## src/rtl/load_store_unit.sv

```systemverilog
`default_nettype none
// ---------------------------------------------------------------------------
// load_store_unit : byte/half/word load-store initiator for word memory
// Revision 1.0
// ---------------------------------------------------------------------------
module load_store_unit #(
    parameter int MEM_WORDS = 512
) (
    input  logic        clk,
    input  logic        rst,
    input  logic        req_valid,
    output logic        req_ready,
    input  logic        req_we,
    input  logic [2:0]  req_funct3,
    input  logic [31:0] req_addr,
    input  logic [31:0] req_wdata,
    output logic        resp_valid,
    output logic [31:0] resp_rdata,
    output logic        resp_err,
    output logic [31:0] mem_address,
    output logic        mem_write,
    output logic [31:0] mem_writedata,
    input  logic [31:0] mem_readdata
);

    typedef enum logic [1:0] {
        IDLE  = 2'd0,
        READ  = 2'd1,
        WRITE = 2'd2,
        RESP  = 2'd3
    } state_t;

    state_t      state;
    state_t      state_next;
    logic        we_q;
    logic [2:0]  funct3_q;
    logic [31:0] addr_q;
    logic [31:0] wdata_q;
    logic [31:0] word_q;
    logic        err_q;

    logic        accept;
    logic        misaligned;
    logic        illegal;
    logic        out_of_range;
    logic        req_err;
    logic [7:0]  load_byte;
    logic [15:0] load_half;
    logic [31:0] load_data;
    logic [31:0] merged;

    assign req_ready = (state == IDLE) && rst;
    assign accept    = req_valid && req_ready;

    // Full 30-bit word index is compared so high address bits never alias.
    always_comb begin
        misaligned   = ((req_funct3[1:0] == 2'b01) && req_addr[0]) ||
                       ((req_funct3[1:0] == 2'b10) && (req_addr[1:0] != 2'b00));
        illegal      = req_we ? !(req_funct3 == 3'b000 || req_funct3 == 3'b001 ||
                                  req_funct3 == 3'b010)
                              : (req_funct3 == 3'b011 || req_funct3 == 3'b110 ||
                                 req_funct3 == 3'b111);
        out_of_range = ({2'b00, req_addr[31:2]} >= 32'(MEM_WORDS));
        req_err      = misaligned || illegal || out_of_range;
    end

    always_ff @(posedge clk or negedge rst) begin
        if (!rst) begin
            state    <= IDLE;
            we_q     <= 1'b0;
            funct3_q <= 3'b000;
            addr_q   <= 32'd0;
            wdata_q  <= 32'd0;
            word_q   <= 32'd0;
            err_q    <= 1'b0;
        end else begin
            state <= state_next;
            if (accept) begin
                we_q     <= req_we;
                funct3_q <= req_funct3;
                addr_q   <= req_addr;
                wdata_q  <= req_wdata;
                err_q    <= req_err;
            end
            if (state == READ) begin
                word_q <= mem_readdata;
            end
        end
    end

    always_comb begin
        state_next = state;
        case (state)
            IDLE: begin
                if (accept) begin
                    if (req_err)
                        state_next = RESP;
                    else if (req_we && (req_funct3 == 3'b010))
                        state_next = WRITE;
                    else
                        state_next = READ;
                end
            end
            READ:    state_next = we_q ? WRITE : RESP;
            WRITE:   state_next = RESP;
            RESP:    state_next = IDLE;
            default: state_next = IDLE;
        endcase
    end

    always_comb begin
        load_byte = word_q[{addr_q[1:0], 3'b000} +: 8];
        load_half = word_q[{addr_q[1], 4'b0000} +: 16];
        case (funct3_q)
            3'b000:  load_data = {{24{load_byte[7]}}, load_byte};
            3'b001:  load_data = {{16{load_half[15]}}, load_half};
            3'b100:  load_data = {24'd0, load_byte};
            3'b101:  load_data = {16'd0, load_half};
            default: load_data = word_q;
        endcase
    end

    // Sub-word stores splice the new lane into the word captured in READ.
    always_comb begin
        merged = word_q;
        case (funct3_q[1:0])
            2'b00:   merged[{addr_q[1:0], 3'b000} +: 8] = wdata_q[7:0];
            2'b01:   merged[{addr_q[1], 4'b0000} +: 16] = wdata_q[15:0];
            default: merged = wdata_q;
        endcase
    end

    always_comb begin
        mem_address   = 32'd0;
        mem_write     = 1'b0;
        mem_writedata = 32'd0;
        resp_valid    = 1'b0;
        resp_rdata    = 32'd0;
        resp_err      = 1'b0;
        case (state)
            READ: begin
                mem_address = {addr_q[31:2], 2'b00};
            end
            WRITE: begin
                mem_address   = {addr_q[31:2], 2'b00};
                mem_write     = 1'b1;
                mem_writedata = merged;
            end
            RESP: begin
                resp_valid = 1'b1;
                resp_err   = err_q;
                if (!err_q && !we_q)
                    resp_rdata = load_data;
            end
            default: ;
        endcase
    end

endmodule
`default_nettype wire

```

## config.mk

```make
export PLATFORM = sky130hd
export DESIGN_NAME = load_store_unit
export DESIGN_NICKNAME = d
export VERILOG_FILES = /design/src/rtl/load_store_unit.sv
export SDC_FILE = /design/constraint.sdc
export NUM_CORES = 1
export LEC_CHECK = 0
export CAP_MARGIN = 5
export CORE_MARGIN = 3
export CORE_UTILIZATION = 50
export CTS_CLUSTER_DIAMETER = 30
export DETAILED_ROUTE_END_ITERATION = 16
export PLACE_DENSITY = 0.86
export SLEW_MARGIN = 20
export SYNTH_ARGS = -nofsm -noshare
export SYNTH_HDL_FRONTEND = slang
export SYNTH_SLANG_ARGS = --single-unit
```

## constraint.sdc

```tcl
create_clock -name clk -period 5.55 [get_ports clk]
set_clock_uncertainty 0.2 [all_clocks]
set_input_delay 1.3875 -clock clk [delete_from_list [all_inputs] [get_ports clk]]
set_output_delay 1.3875 -clock clk [all_outputs]
set_load 0.05 [all_outputs]
```

**Word level (Yosys, flattened, before mapping)**

Cells that the tools add are included.

- Order comparisons: 1
- Shift-type cells: 6
- Mux-type cells: 17
- Eq/ne operators: 15
- $add $sub $neg: 2
- Reductions and logical operators: 22

Operators by type and width:

| operator | number |
|---|---|
| 32-bit 2-to-1 mux | 4 |
| 32-bit one-hot mux with 4 select lines | 1 |
| 32-bit bitwise mux | 2 |
| 32-bit one-hot mux with 2 select lines | 1 |
| 16-bit by 7-bit variable shift with 32-bit output (first input constant) | 1 |
| 8-bit by 7-bit variable shift with 32-bit output (first input constant) | 1 |
| 16-bit by 7-bit indexed part select with 32-bit output | 1 |
| 32-bit by 6-bit indexed part select with 16-bit output | 1 |
| 32-bit by 6-bit indexed part select with 8-bit output | 1 |
| 8-bit by 7-bit indexed part select with 32-bit output | 1 |
| 30-bit by 10-bit >= comparator with 1-bit output (second input constant) | 1 |
| 5-bit negation with 7-bit output | 2 |
| 3-bit == test (second input constant) | 4 |
| 2-bit one-hot mux with 4 select lines | 1 |
| 1-bit logical OR | 7 |
| 2-bit by 1-bit == test with 1-bit output (second input constant) | 3 |
| 2-bit == test (second input constant) | 3 |
| 3-bit by 1-bit == test with 1-bit output (second input constant) | 2 |
| 3-bit by 2-bit == test with 1-bit output (second input constant) | 2 |
| 1-bit logical AND | 6 |
| 3-bit zero test | 2 |
| 2-bit 2-to-1 mux | 3 |
| 1-bit 2-to-1 mux | 5 |
| 2-bit zero test | 2 |
| 4 further kinds | 6 |

- Bits in registers: 103
- Bits of input ports: 103
- Output and inout bits: 100

**Depth between registers and ports, before layout**

- Depth in word-level cells: 10
- Gate-level depth with buffers: 9
- Mapped depth without buffers: 6

**Least setup slack after synthesis**

Ideal clock, no wire load.

- Path kind: register to output
- From: reg addr_q[1]
- To: out mem_writedata[14]
- Arrival: 2842 ps
- Data required time: 3963 ps
- Slack: 1120 ps
- Buffers on the path: 3
- Stages on the path, launching flop included: 10
- Cell sequence: dfrtp_1 > buf_6 > buf_2 > inv_1 > ha_1 > and4b_1 > buf_2 > a22o_1 > nand2_1 > a21boi_0

- Cells in the longest elaborated chain, start to end: 5
- Elaborated cells on any way between the ends: 10
- Those cells by class: 2 x add/sub; 4 x shift; 4 x mux

RTL lines:

| what | RTL line | text |
|---|---|---|
| from (decl) | 37 | `logic [31:0] addr_q;` |
| from (signal assigned) | 81 | `addr_q <= req_addr;` |
| 5-bit negation with 7-bit output (on tied branches) | 128, 127 |  |
| 16-bit by 7-bit indexed part select with 32-bit output (tied with other cells) | 128 | `2'b01: merged[{addr_q[1], 4'b0000} +: 16] = wdata_q[15:0];` |
| 32-bit bitwise mux (on tied branches) | 128, 127 |  |
| 32-bit one-hot mux with 2 select lines (*) | 126 | `case (funct3_q[1:0])` |
| 32-bit 2-to-1 mux (*) | 140 | `case (state)` |
| to (decl) | 22 | `output logic [31:0] mem_writedata,` |

Mark *: on every way between the ends. The rest lies on a longest branch, timed or not.

**Worst setup path after layout**

- From: reg addr_q[0]
- To: out mem_writedata[8]

- Cells in the longest elaborated chain, start to end: 5
- Elaborated cells on any way between the ends: 6
- Those cells by class: 1 x add/sub; 2 x shift; 3 x mux

RTL lines:

| what | RTL line | text |
|---|---|---|
| 5-bit negation with 7-bit output (*) | 127 | `2'b00: merged[{addr_q[1:0], 3'b000} +: 8] = wdata_q[7:0];` |
| 8-bit by 7-bit indexed part select with 32-bit output or 8-bit by 7-bit variable shift with 32-bit output (tied branches) | 127 |  |
| 32-bit bitwise mux (*) | 127 |  |
| 32-bit one-hot mux with 2 select lines (*) | 126 |  |
| 32-bit 2-to-1 mux (*) | 140 |  |

Marked as above.

==> results.yml <==
grt:
  grt_usage_pct: 29.3
  antenna_found_initial: 0
  gr-total-overflow: 0
  grt_pass1_vias: 5916
  grt_max_degree: 71
  grt_pass1_wl_um: 31200
timing:
  fin_crit_ns: 4.80
  worst_pin_slew_ns: 0.963
  setup_viol: 0
  whs_ns: 0.274
  drv_slew: 0
  rsz0062_at_grt: "false"
  finalSetupTns_ns: 0
  fmax_mhz: 208
  hold_violations: 0
  maxSlewHeadroom_pct: 35.8
  finalCritPeriodShare_pct: 86.6
worst_hold_path:
  holdCritPathClass: "register to register"
  worstHoldStart: "addr_q[10]"
placed_design:
  io_buffers: 200
  hpwl_um: 15000
  gp_congestion: 0.958
cts:
  cts_hold_buf: 0
  cts_setup_buffers: 0
  cts_buffers: 9
  post_cts_resized: 0
  root_buffer: "clkbuf_16"
  clock_latency_ns: 0.35
  cts_tree: "built"
  clockBufferDepth: 2
  htree_levels: 3
  clkSlewWorstSetupHoldPaths_ns: 0.07
  clock-sinks: 103
worst_setup_path:
  start_kind: "register"
  cp.required_ns: 3.96
  critPathCaptureType: "output pin"
  critPathMaxFanout: 10
  cp.arrival_ns: 3.22
  reg2reg_from: "state[1]"
  criticalPathCategory: "register to output pin"
  cp-startpoint: "addr_q[0]"
synth:
  syn_avg_cell_area_um2: 8.58
  ys_seq_area_share_pct: 41.7
  synth_edf_count: 0
  yosys_warnings: 0
  synth_cell_type_count: 50
  synthArstFlopShare_pct: 100
  yosys_most_used_dff: "dfrtp_1"
  syn_inst: 721
  ys_ff_latch: 103
  syn_area_um2: 6180
outcome:
  status: "complete, no violations"
cells_and_area:
  register_area_um2: 2580
  drive_above_1_share_pct: 11.4
  multi_input_area_um2: 3350
  final_common_cell: "nand2_1"
  area_delta_synth_final_pct: 40.7
  fillers: 851
  final_cell_mix: "nand2_1, clkdlybuf4s50_1, dfrtp_1"
  diodes: 0
  num-nets-final: 1005
run:
  maxCapViolCount: 0
floorplanning:
  rows: 39
  io-pin-count: 203
  start_util_pct: 52.6
  die_area_um2: 13700
  die-width_um: 117
  fp.dieH_um: 117
  core_um2: 11800
drt:
  num_vias: 6074
  drt_iter0_drc: 538
  drtPass1Iterations: 5
  wire_per_inst_um: 19.0
  viasPerCell: 5.72
  antenna_left: 0
  wl_um: 20200
  drcViolationCount: 0
power:
  p_leak_nw: 3.85
  p_per_area_nw_per_um2: 677
  ir_drop_mv: 0.683
==> final cells by class <==
type                            count  area share (%)
Inverter                           10           0.431
Multi-Input combinational cell    558            38.5
Clock buffer                       10            2.63
Clock inverter                      6           0.590
Sequential cell                   103            29.6
Tap cell                          164            2.36
Timing Repair Buffer              210            25.9
==> state kept, by name, indices dropped and copies added, names as in the netlist <==
register  flops
state         2
we_q          1
funct3_q      3
wdata_q      32
addr_q       32
word_q       32
err_q         1
==> cells by family (layout without fill, tap and decap cells) <==
group	count (synthesis)	after routing	share of synthesized area, %
flops	103	103	41.7
buf+inv	61	236	4.49
mux	56	56	10.0
other cells	1	2	0.0606
simple gates	375	375	27.7
compound gates	115	115	14.1
fa+ha+maj	10	10	2.02
==> path summary, 6_finish.rpt <==
check,to,slack [ns],cells after the start
max reg2reg,wdata_q[23],3.11,6
max,mem_writedata[8],0.75,7
max in group asynchronous,state[0],3.04,3
min reg2reg,addr_q[10],0.27,2
min in group asynchronous,wdata_q[18],1.12,2
min,addr_q[10],0.27,2
==> through the flow <==
step | power [mW] | instances | cell area (um^2) | setup slack, ns | util (%)
after floorplan | 3.94 | 722 | 6190 | 1.12 | -
after detailed placement | 5.24 | 1045 | 8420 | 1.16 | 71.6
after global placement | 5.15 | 1045 | 8410 | 1.26 | 71.5
after global routing | 6.21 | 1061 | 8700 | 0.572 | 74.0
final | 5.89 | 1061 | 8700 | 0.746 | 74.0
after CTS | 5.87 | 1061 | 8700 | 0.764 | 73.9
==> synthesized netlist by cell type, drive strengths merged, types with 7 or more instances <==
library cell	instances	area (um^2)
nor2	23	96.4
a21oi	21	109
nor3	18	95.1
a211oi	11	82.6
nor2b	26	170
a22oi	17	128
nand2b	9	56.3
nand2	245	922
and2	33	206
mux2i	17	170
a31oi	9	56.3
mux2	38	428
dfrtp	103	2580
o221ai	8	70.1
a221o	16	160
ha	10	125
clkbuf	23	86.3
inv	10	37.5
o21ai	7	46.3
buf	28	154
a22o	9	78.8
a222oi	7	70.1
==> critical path, cell delays in order, from the launching register on <==
cell	delay [ns]
dfrtp_1	0.54
inv_1	0.18
ha_1	0.38
and4b_1	0.29
a22o_1	0.21
a222oi_1	0.47
nor2b_1	0.10
clkdlybuf4s50_1	0.71
==> power by group <==
| part | total [mW] | internal, mW | switching, mW |
|---|---|---|---|
| Sequential | 1.56 | 1.11 | 0.451 |
| Clock | 0.613 | 0.311 | 0.302 |
| Combinational | 3.71 | 1.50 | 2.21 |
| Total | 5.89 | 2.93 | 2.96 |
==> per-layer routing <==
layer  track usage (%)  vias to the layer above  part of all wire, %  wire [um]
met1              37.4                     2912                   40       7980
li1                  -                     2813                    -          -
met3              9.05                       41                  9.3       1880
met4              7.03                        0                  2.3        464
met2              48.9                      308                   49       9840
met5                 0                        -                    0          0
Note: power is estimated with default switching activity, not from simulation.
